$ cat config.mk
export PLATFORM = sky130hd
export DESIGN_NAME = perf_monitor
export DESIGN_NICKNAME = d
export VERILOG_FILES = /design/src/rtl/perf_monitor.sv
export SDC_FILE = /design/constraint.sdc
export NUM_CORES = 1
export LEC_CHECK = 0
export ABC_CLOCK_PERIOD_IN_PS = 3620
export BUFFER_PORTS_ARGS = -buffer_cell sky130_fd_sc_hd__buf_2
export CELL_PAD_IN_SITES_DETAIL_PLACEMENT = 0
export CELL_PAD_IN_SITES_GLOBAL_PLACEMENT = 1
export CORE_ASPECT_RATIO = 1.2
export CORE_MARGIN = 3
export CORE_UTILIZATION = 28
export DETAILED_ROUTE_END_ITERATION = 6
export PLACE_DENSITY_LB_ADDON = 0.05
export SLEW_MARGIN = 30
export SYNTH_ARGS = -nofsm -noshare
export SYNTH_HDL_FRONTEND = slang
export SYNTH_SLANG_ARGS = --single-unit
$ cat constraint.sdc
create_clock -name i_clk -period 3.62 [get_ports i_clk]
set_input_delay 0.724 -clock i_clk [delete_from_list [all_inputs] [get_ports i_clk]]
set_output_delay 0.724 -clock i_clk [all_outputs]
set_load 0.02 [all_outputs]
$ cat src/rtl/perf_monitor.sv
// perf_monitor: run/freeze/clear event counters with sticky wrap flags and a registered readout.
// Define PERF_PC_WINDOW_EN to count only retirements whose PC lies in [i_win_lo, i_win_hi].
module perf_monitor #(
    parameter int CNT_W = 32
) (
    input  logic        i_clk,
    input  logic        i_reset,
    input  logic        i_insn_vld,
    input  logic [31:0] i_pc_debug,
    input  logic        i_ctrl,
    input  logic        i_mispred,
    input  logic        i_start,
    input  logic        i_stop,
    input  logic        i_clear,
    input  logic [2:0]  i_rd_sel,
`ifdef PERF_PC_WINDOW_EN
    input  logic [31:0] i_win_lo,
    input  logic [31:0] i_win_hi,
`endif
    output logic [31:0] o_rd_data,
    output logic [1:0]  o_state,
    output logic        o_ovf
);
    typedef enum logic [1:0] {IDLE = 2'b00, RUN = 2'b01, FROZEN = 2'b10} state_t;
    state_t state_q, state_d;
    logic [3:0][CNT_W-1:0] cnt_q, cnt_d;
    logic [3:0]  ovf_q, ovf_d, ev;
    logic [31:0] pc_q, pc_d, rd_q, rd_d;
    logic        run, ret_ev;
`ifdef PERF_PC_WINDOW_EN
    assign ret_ev = i_insn_vld && i_pc_debug >= i_win_lo && i_pc_debug <= i_win_hi;
`else
    assign ret_ev = i_insn_vld;
`endif
    assign run = state_q == RUN && !i_clear;
    assign ev  = {i_mispred, i_ctrl, ret_ev, 1'b1};
    always_comb begin
        state_d = i_clear ? IDLE :
                  state_q == RUN ? (i_stop ? FROZEN : RUN) :
                  (i_start && !(i_stop && state_q == FROZEN)) ? RUN : state_q;
        cnt_d = cnt_q;
        ovf_d = ovf_q;
        for (int k = 0; k < 4; k++) begin
            cnt_d[k] = i_clear ? '0 : cnt_q[k] + CNT_W'(run && ev[k]);
            ovf_d[k] = !i_clear && (ovf_q[k] || (run && ev[k] && &cnt_q[k]));
        end
        pc_d = i_clear ? 32'd0 : (run && ret_ev) ? i_pc_debug : pc_q;
        rd_d = !i_rd_sel[2] ? 32'(cnt_q[i_rd_sel[1:0]]) :
               i_rd_sel == 3'd4 ? pc_q :
               i_rd_sel == 3'd5 ? {28'd0, ovf_q} : 32'd0;
    end
    always_ff @(posedge i_clk) begin
        if (i_reset) begin
            state_q <= IDLE;
            cnt_q   <= '0;
            ovf_q   <= '0;
            pc_q    <= '0;
            rd_q    <= '0;
        end else begin
            state_q <= state_d;
            cnt_q   <= cnt_d;
            ovf_q   <= ovf_d;
            pc_q    <= pc_d;
            rd_q    <= rd_d;
        end
    end
    assign o_rd_data = rd_q;
    assign o_state   = state_q;
    assign o_ovf     = |ovf_q;
endmodule

==> results of run 1 <==
==> area by class of cell <==
class	instances	area, µm²	share of cell area
repair buffers	95	546	0.0516
multi-input cells	747	4890	0.462
flip-flops and latches	198	3960	0.375
inverters	20	75.1	0.00710
clock buffers	22	454	0.0429
well taps	401	502	0.0474
clock inverters	10	146	0.0138
==> cell usage in the layout, fill, tap and decap left out, drive strengths merged <==
master	synthesis	final
dfxtp	198	198
nand2	126	126
a21oi	99	99
buf	17	95
nor2	83	83
nand3	46	46
or4	43	43
or3	42	42
nand4	42	42
o31ai	35	35
mux4	32	32
o21ai	30	30
xor2	29	29
a22oi	28	28
xnor2	22	22
clkbuf	45	22
inv	19	20
and4	17	17
and2	14	14
nor4	10	10
ha	9	9
nor3	8	8
and3	7	7
o311ai	7	7
mux2i	7	7
o41ai	6	6
clkinvlp	0	4
bufinv	0	3
clkinv	1	3
or2	2	2
nor3b	1	1
nand3b	1	1
nand4b	1	1
==> through the flow <==
step	hold slack [ns]	worst slack, ns
after detailed placement	0.447	0.364
after CTS	0.458	0.739
after global placement	0.442	0.414
after global routing	0.469	0.485
after floorplan	0.433	0.228
final	0.456	0.792
==> cells in the mapped netlist (all sizes together), types with 8 or more instances <==
library cell / instances / area share
a21oi: 99 / 0.054
a22oi: 28 / 0.023
and2: 14 / 0.0096
and4: 17 / 0.016
buf: 17 / 0.0086
clkbuf: 45 / 0.018
dfxtp: 198 / 0.43
ha: 9 / 0.012
inv: 19 / 0.0078
mux4: 32 / 0.079
nand2: 126 / 0.052
nand3: 46 / 0.025
nand4: 42 / 0.029
nor2: 83 / 0.034
nor3: 8 / 0.0049
nor4: 10 / 0.0068
o21ai: 30 / 0.016
o31ai: 35 / 0.029
or3: 42 / 0.029
or4: 43 / 0.035
xnor2: 22 / 0.021
xor2: 29 / 0.028
==> power by group through the flow <==
stage | registers, mW | clock network [mW] | logic [mW]
floorplan | 2.23 | 0 | 0.0855
finish | 2.18 | 2.00 | 0.153
global route | 2.18 | 2.16 | 0.167
detailed placement | 2.23 | 0 | 0.157
global placement | 2.23 | 0 | 0.159
CTS | 2.18 | 2.07 | 0.157
==> flip-flops by register name, summed over array words and instances, names as in the netlist <==
signal / cells
cnt_q: 128
o_rd_data: 32
o_state: 2
ovf_q: 4
pc_q: 32
==> kinds of logic after synthesis <==
family / Yosys count
and+or+nand+nor: 443
DFF: 198
adders and majority gates: 9
buffers and inverters: 82
AOI/OAI and AO/OA: 205
xor gates and xnor gates: 51
muxes: 39
==> layer usage <==
metal | global-route usage | wire length (µm) | up-vias | share of wire
li1 | - | - | 3900 | -
met1 | 0.253 | 14700 | 3868 | 0.49
met2 | 0.278 | 14000 | 157 | 0.46
met3 | 0.0226 | 1090 | 23 | 0.036
met4 | 0.0460 | 486 | 0 | 0.016
met5 | 0 | 0 | - | 0
==> worst max-delay path by stage <==
stage	slack, ns	startpoint	cells past startpoint	end
after floorplan	0.23	i_clear	12	cnt_q[54]
after global placement	0.41	i_clear	11	cnt_q[90]
after detailed placement	0.36	i_clear	11	cnt_q[92]
after CTS	0.74	o_state[0]	10	cnt_q[92]
after global routing	0.49	o_state[0]	10	cnt_q[90]
final	0.79	o_state[0]	8	cnt_q[26]
==> worst max-delay path, cell delays in order (launching register included) <==
cell     delay (ns)
dfxtp_1        0.42
nor3b_2        0.19
buf_4          0.19
ha_1           0.20
ha_1           0.20
nand3_1        0.20
or4_1          0.68
or4_1          0.54
a21oi_1        0.14
==> out/metrics.csv, run 1 <==
stage,metric,value,unit
global_routing,track_usage,0.176,
route,drc,0,
power_and_ir_drop,ir_drop,0.225,mV
setup_path,rr_worst_depth,8,
route,drtIter0Drc,521,
setup_path,crit_arrival,3.19,ns
placement,place_hpwl,22.0,mm
yosys,synthesis.nets,1079,
route,drt_wl_total,30.3,mm
clock_network,clockRootBuffer,clkbuf_16,
sta,fmax,0.354,GHz
sta,finalCriticalPeriod,2.83,ns
floorplan,dieArea,35000,µm²
setup_path,path_max_fanout,16,
layout,final_core_util,0.333,
setup_path,worst-r2r-setup-slack,0.79,ns
yosys,yosys.area_share.simple,0.251,
floorplan,num_rows,71,
power_and_ir_drop,power.total,4.34,mW
power_and_ir_drop,combPwrFrac,0.035,
route,vias,7948,
power_and_ir_drop,p_int,3.34,mW
route,firstDrtPassIters,5,
setup_path,critPathRequiredTime,3.98,ns
layout,layoutNonFillerInstCount,1493,
power_and_ir_drop,pwr-share-seq,0.503,
clock_network,cts_tree,yes,
power_and_ir_drop,switching_share,0.229,
sta,slew_headroom,0.616,
setup_path,r2r-end,cnt_q[26],
sta,fin_skew,0.0185,ns
yosys,yosysSeqAreaShare,0.432,
clock_network,path_clk_slew,0.08,ns
floorplan,die_w,171,µm
yosys,yosys_warnings,0,
global_routing,overflow,0,
yosys,synth_compound_area_frac,0.134,
yosys,synth_ff_type,dfxtp_1,
setup_path,start_kind,register,
placement,dp_cells,1461,
yosys,synth_xor_area_frac,0.0487,
layout,diodes,0,
floorplan,io_pins,78,
clock_network,postCtsHoldBufs,0,
yosys,synth_edf_count,0,
clock_network,clock_latency,0.44,ns
layout,drive_gt1_frac,0.147,
setup_path,worstReg2RegStart,o_state[0],
hold_path,hold_path_class,register to register,
yosys,synthesis.area,9170,µm²
clock_network,cts_buffers,17,
clock_network,post_cts_resized,0,
power_and_ir_drop,cellLeakagePower,3.33,nW
yosys,ys_async_sr_fraction,0,
sta,grt_setup_unrepaired,false,
clock_network,cts.htree.levels,4,
global_routing,grt_pass1_wl,47.0,mm
route,antenna_left,0,
sta,final_max_slew_viol_count,0,
floorplan,design.core.area,31800,µm²
power_and_ir_drop,switching_power,0.993,mW
sta,setup-violations-final,0,
clock_network,numClockSinks,198,
global_routing,grt_pass1_vias,7715,
setup_path,crit_type,register to register,
yosys,muxShareOfSynthArea,0.0863,
yosys,syn_avg_cell_area,8.93,µm²
hold_path,holdCritStartpoint,pc_q[15],
yosys,synth_top_family_by_area,simple AND/OR/NAND/NOR gates,
run,max_cap_viol_count,0,
route,post_drt_wl_per_cell,20.3,µm
power_and_ir_drop,clkPwrFrac,0.462,
placement,gp_congestion,0.754,
yosys,synth_adder_area_share,0.0123,
sta,finalHoldViolCount,0,
layout,final_cell_area,10600,µm²
hold_path,min_to,pc_q[15],
status,status,finished clean,
yosys,postSynthCellCount,1027,
placement,numPortBuffers,77,
clock_network,clk_path_buf_depth,2,
layout,nets,1131,
layout,syn_to_final_growth,15.4,%
floorplan,die_y,204,µm
hold_path,hold_depth,2,
sta,tns,0,ns
layout,fill_cells,3318,
route,avgViaCountPerCell,5.32,
global_routing,grt_max_degree,106,
sta,fin_crit_sh,0.781,
placement,dpl-instance-area,9980,µm²
power_and_ir_drop,pwr_density_cell,410,nW/µm²
floorplan,start_util,0.288,
yosys,synth.distinct_cells,35,
global_routing,antenna_found_initial,2,
sta,worstMarginPinSlew,0.577,ns
yosys,ys_ff_latch,198,
clock_network,cts_setup_buffers,0,
setup_path,cp-end-kind,register,
Power figures use the tool's default switching activity.
==> inputs of run 2 (changes only) <==
- ABC_CLOCK_PERIOD_IN_PS: 3620 -> 2500
- clock period: 3.62 -> 2.5 ns (I/O delays scaled with it)
==> run 2 against run 1 <==
Compared with the run above: non-clock buffer count grew 49; hold slack lost 0.17 ns; via count is 2.6% higher; global-route usage grew 0.75 points; clock power grew 39%; register-to-register slack lost 0.70 ns; power rose by 42%; setup slack worse by 0.70 ns; count of clock-buffer cells in the layout fell by 2; maximum frequency up 17%; cell count rose by 3.3%; first-iteration DRC count down 7.7%; largest cell class unchanged; largest power group unchanged.
==> out/metrics.csv, run 2 (same netlist as run 1, synthesis figures left out) <==
stage,metric,value,unit,change
status,status,finished clean,,
layout,layoutNonFillerInstCount,1543,,+3.3%
layout,nets,1181,,+4.4%
setup_path,critPathRequiredTime,2.86,ns,-1.12 ns
route,firstDrtPassIters,6,,+1
sta,grt_setup_unrepaired,false,,
clock_network,cts_tree,yes,,
layout,drive_gt1_frac,0.201,,+0.0540
setup_path,crit_chain,nor3b_4 > buf_4 > ha_4 > ha_4 > nand3_2 > or4_4 > buf_12 > or3_1 > a21oi_1,,
clock_network,numClockSinks,198,,unchanged
sta,tns,0,ns,unchanged
layout,final_core_util,0.348,,+0.0157
layout,fill_cells,3359,,+1.2%
global_routing,grt_pass1_wl,48.3,mm,+2.6%
layout,diodes,0,,unchanged
route,post_drt_wl_per_cell,20.4,µm,+0.69%
floorplan,num_rows,71,,unchanged
power_and_ir_drop,cellLeakagePower,3.55,nW,+6.7%
layout,syn_to_final_growth,20.8,%,
sta,worstMarginPinSlew,0.652,ns,+0.0753 ns
route,drtIter0Drc,481,,-7.7%
layout,largest_reg_flops,128,,unchanged
route,vias,8153,,+2.6%
setup_path,cp-end-kind,register,,
run,max_cap_viol_count,0,,unchanged
setup_path,critPathMaxStageDelay,0.59,ns,-0.09 ns
floorplan,start_util,0.288,,unchanged
route,drt_wl_total,31.5,mm,+4.1%
route,avgViaCountPerCell,5.28,,-0.74%
layout,seq_area,3970,µm²,about the same
sta,finalCriticalPeriod,2.41,ns,-0.420 ns
route,antenna_left,0,,unchanged
layout,multi_input_area,5010,µm²,+2.5%
sta,setup_ws,0.0926,ns,-0.700 ns
clock_network,clockRootBuffer,clkbuf_16,,
layout,regMostFlops,cnt_q,,
hold_path,hold_path_class,input pin to register,,
sta,fin_skew,0.0135,ns,-0.00509 ns
power_and_ir_drop,ir_drop,0.332,mV,+48%
clock_network,clk_path_buf_depth,2,,unchanged
global_routing,grt_max_degree,119,,+12%
placement,place_hpwl,22.3,mm,+1.2%
placement,pre_cts_slack,-0.186,ns,-0.550 ns
sta,final_max_slew_viol_count,0,,unchanged
setup_path,path_buf_inv,2,,+1
clock_network,cts_buffers,17,,unchanged
sta,fin_crit_sh,0.963,,+0.182
global_routing,antenna_found_initial,0,,-2
setup_path,cpMostUsedCell,ha_4,,
floorplan,io_pins,78,,unchanged
power_and_ir_drop,pwr_density_cell,558,nW/µm²,+36%
floorplan,dieArea,35000,µm²,unchanged
sta,slew_headroom,0.565,,-0.0502
sta,setup-violations-final,0,,unchanged
setup_path,slowest_stage,or4_4,,
clock_network,cts.htree.levels,4,,unchanged
setup_path,crit_type,register to register,,
placement,dp_cells,1508,,+3.2%
placement,gp_congestion,0.778,,+3.2%
sta,fin_hold_ws,0.284,ns,-0.172 ns
placement,numPortBuffers,77,,unchanged
global_routing,busiest_layer,met2,,
clock_network,path_clk_slew,0.08,ns,about the same
layout,layout_commonest_cell,dfxtp_1,,
floorplan,die_w,171,µm,unchanged
global_routing,grt_pass1_vias,7972,,+3.3%
global_routing,met1_usage,0.245,,-0.00721
sta,fmax,0.415,GHz,+17%
route,drc,0,,unchanged
global_routing,grtUsageMet2,0.306,,+0.0275
setup_path,path_max_fanout,8,,-8
sta,finalHoldViolCount,0,,unchanged
global_routing,track_usage,0.183,,+0.00746
setup_path,path_delay_family,simple AND/OR/NAND/NOR gates,,
floorplan,die_y,204,µm,unchanged
layout,final_cell_mix,"dfxtp_1 (196), nand2_1 (125), a21oi_1 (98)",,
setup_path,crit_arrival,2.77,ns,-0.42 ns
clock_network,clock_latency,0.44,ns,about the same
global_routing,overflow,0,,unchanged
global_routing,grt_util_met3,0.0255,,+0.00290
floorplan,design.core.area,31800,µm²,unchanged
setup_path,start_kind,register,,
[run 2: worst paths after layout]
check	startpoint	to	slack (ns)	cells past startpoint
worst min register to register	pc_q[1]	pc_q[1]	0.46	2
worst min-delay path	i_pc_debug[10]	pc_q[10]	0.28	3
worst max-delay path	o_state[0]	cnt_q[20]	0.09	9
worst max register to register	o_state[0]	cnt_q[20]	0.09	9
[run 2: power by group]
group / internal (mW) / total [mW] / switching (mW)
Combinational: 0.0795 / 0.238 / 0.158
Clock: 1.44 / 2.78 / 1.34
Sequential: 3.16 / 3.16 / 0.00404
[run 2: per-stage QoR]
step                      total power, mW  instance area (µm²)
after floorplan                      3.36                 9320
after global placement               3.48                10400
after detailed placement             3.48                10400
after CTS                            6.28                11000
after global routing                 6.41                11100
final                                6.18                11100
[run 2: what timing repair did]
item                                    4_1_cts  5_1_grt
buffers inserted                              0        2
hold buffers                                  0        0
gates resized for setup                       0        6
endpoints found under the setup margin        0       29
[run 2: cell type report]
type	count	share of cell area
repair buffers	144	0.0851
clock inverters	12	0.0107
inverters	20	0.00723
clock buffers	20	0.0412
flip-flops and latches	198	0.358
well taps	401	0.0453
multi-input cells	748	0.452
[run 2: worst register-to-register path, delay by kind of cell, from the launching register on]
kind	cells	cell delay, ns
flip-flops	1	0.37
buffers and inverters	2	0.31
AND/OR/NAND/NOR	4	1.22
adder cells (fa/ha/maj)	2	0.29
AO/OA/AOI/OAI	1	0.14
[run 2: routing by layer]
metal / vias up / share of wire
li1: 3996 / -
met1: 4001 / 0.46
met2: 128 / 0.49
met3: 28 / 0.026
met4: 0 / 0.022
met5: - / 0
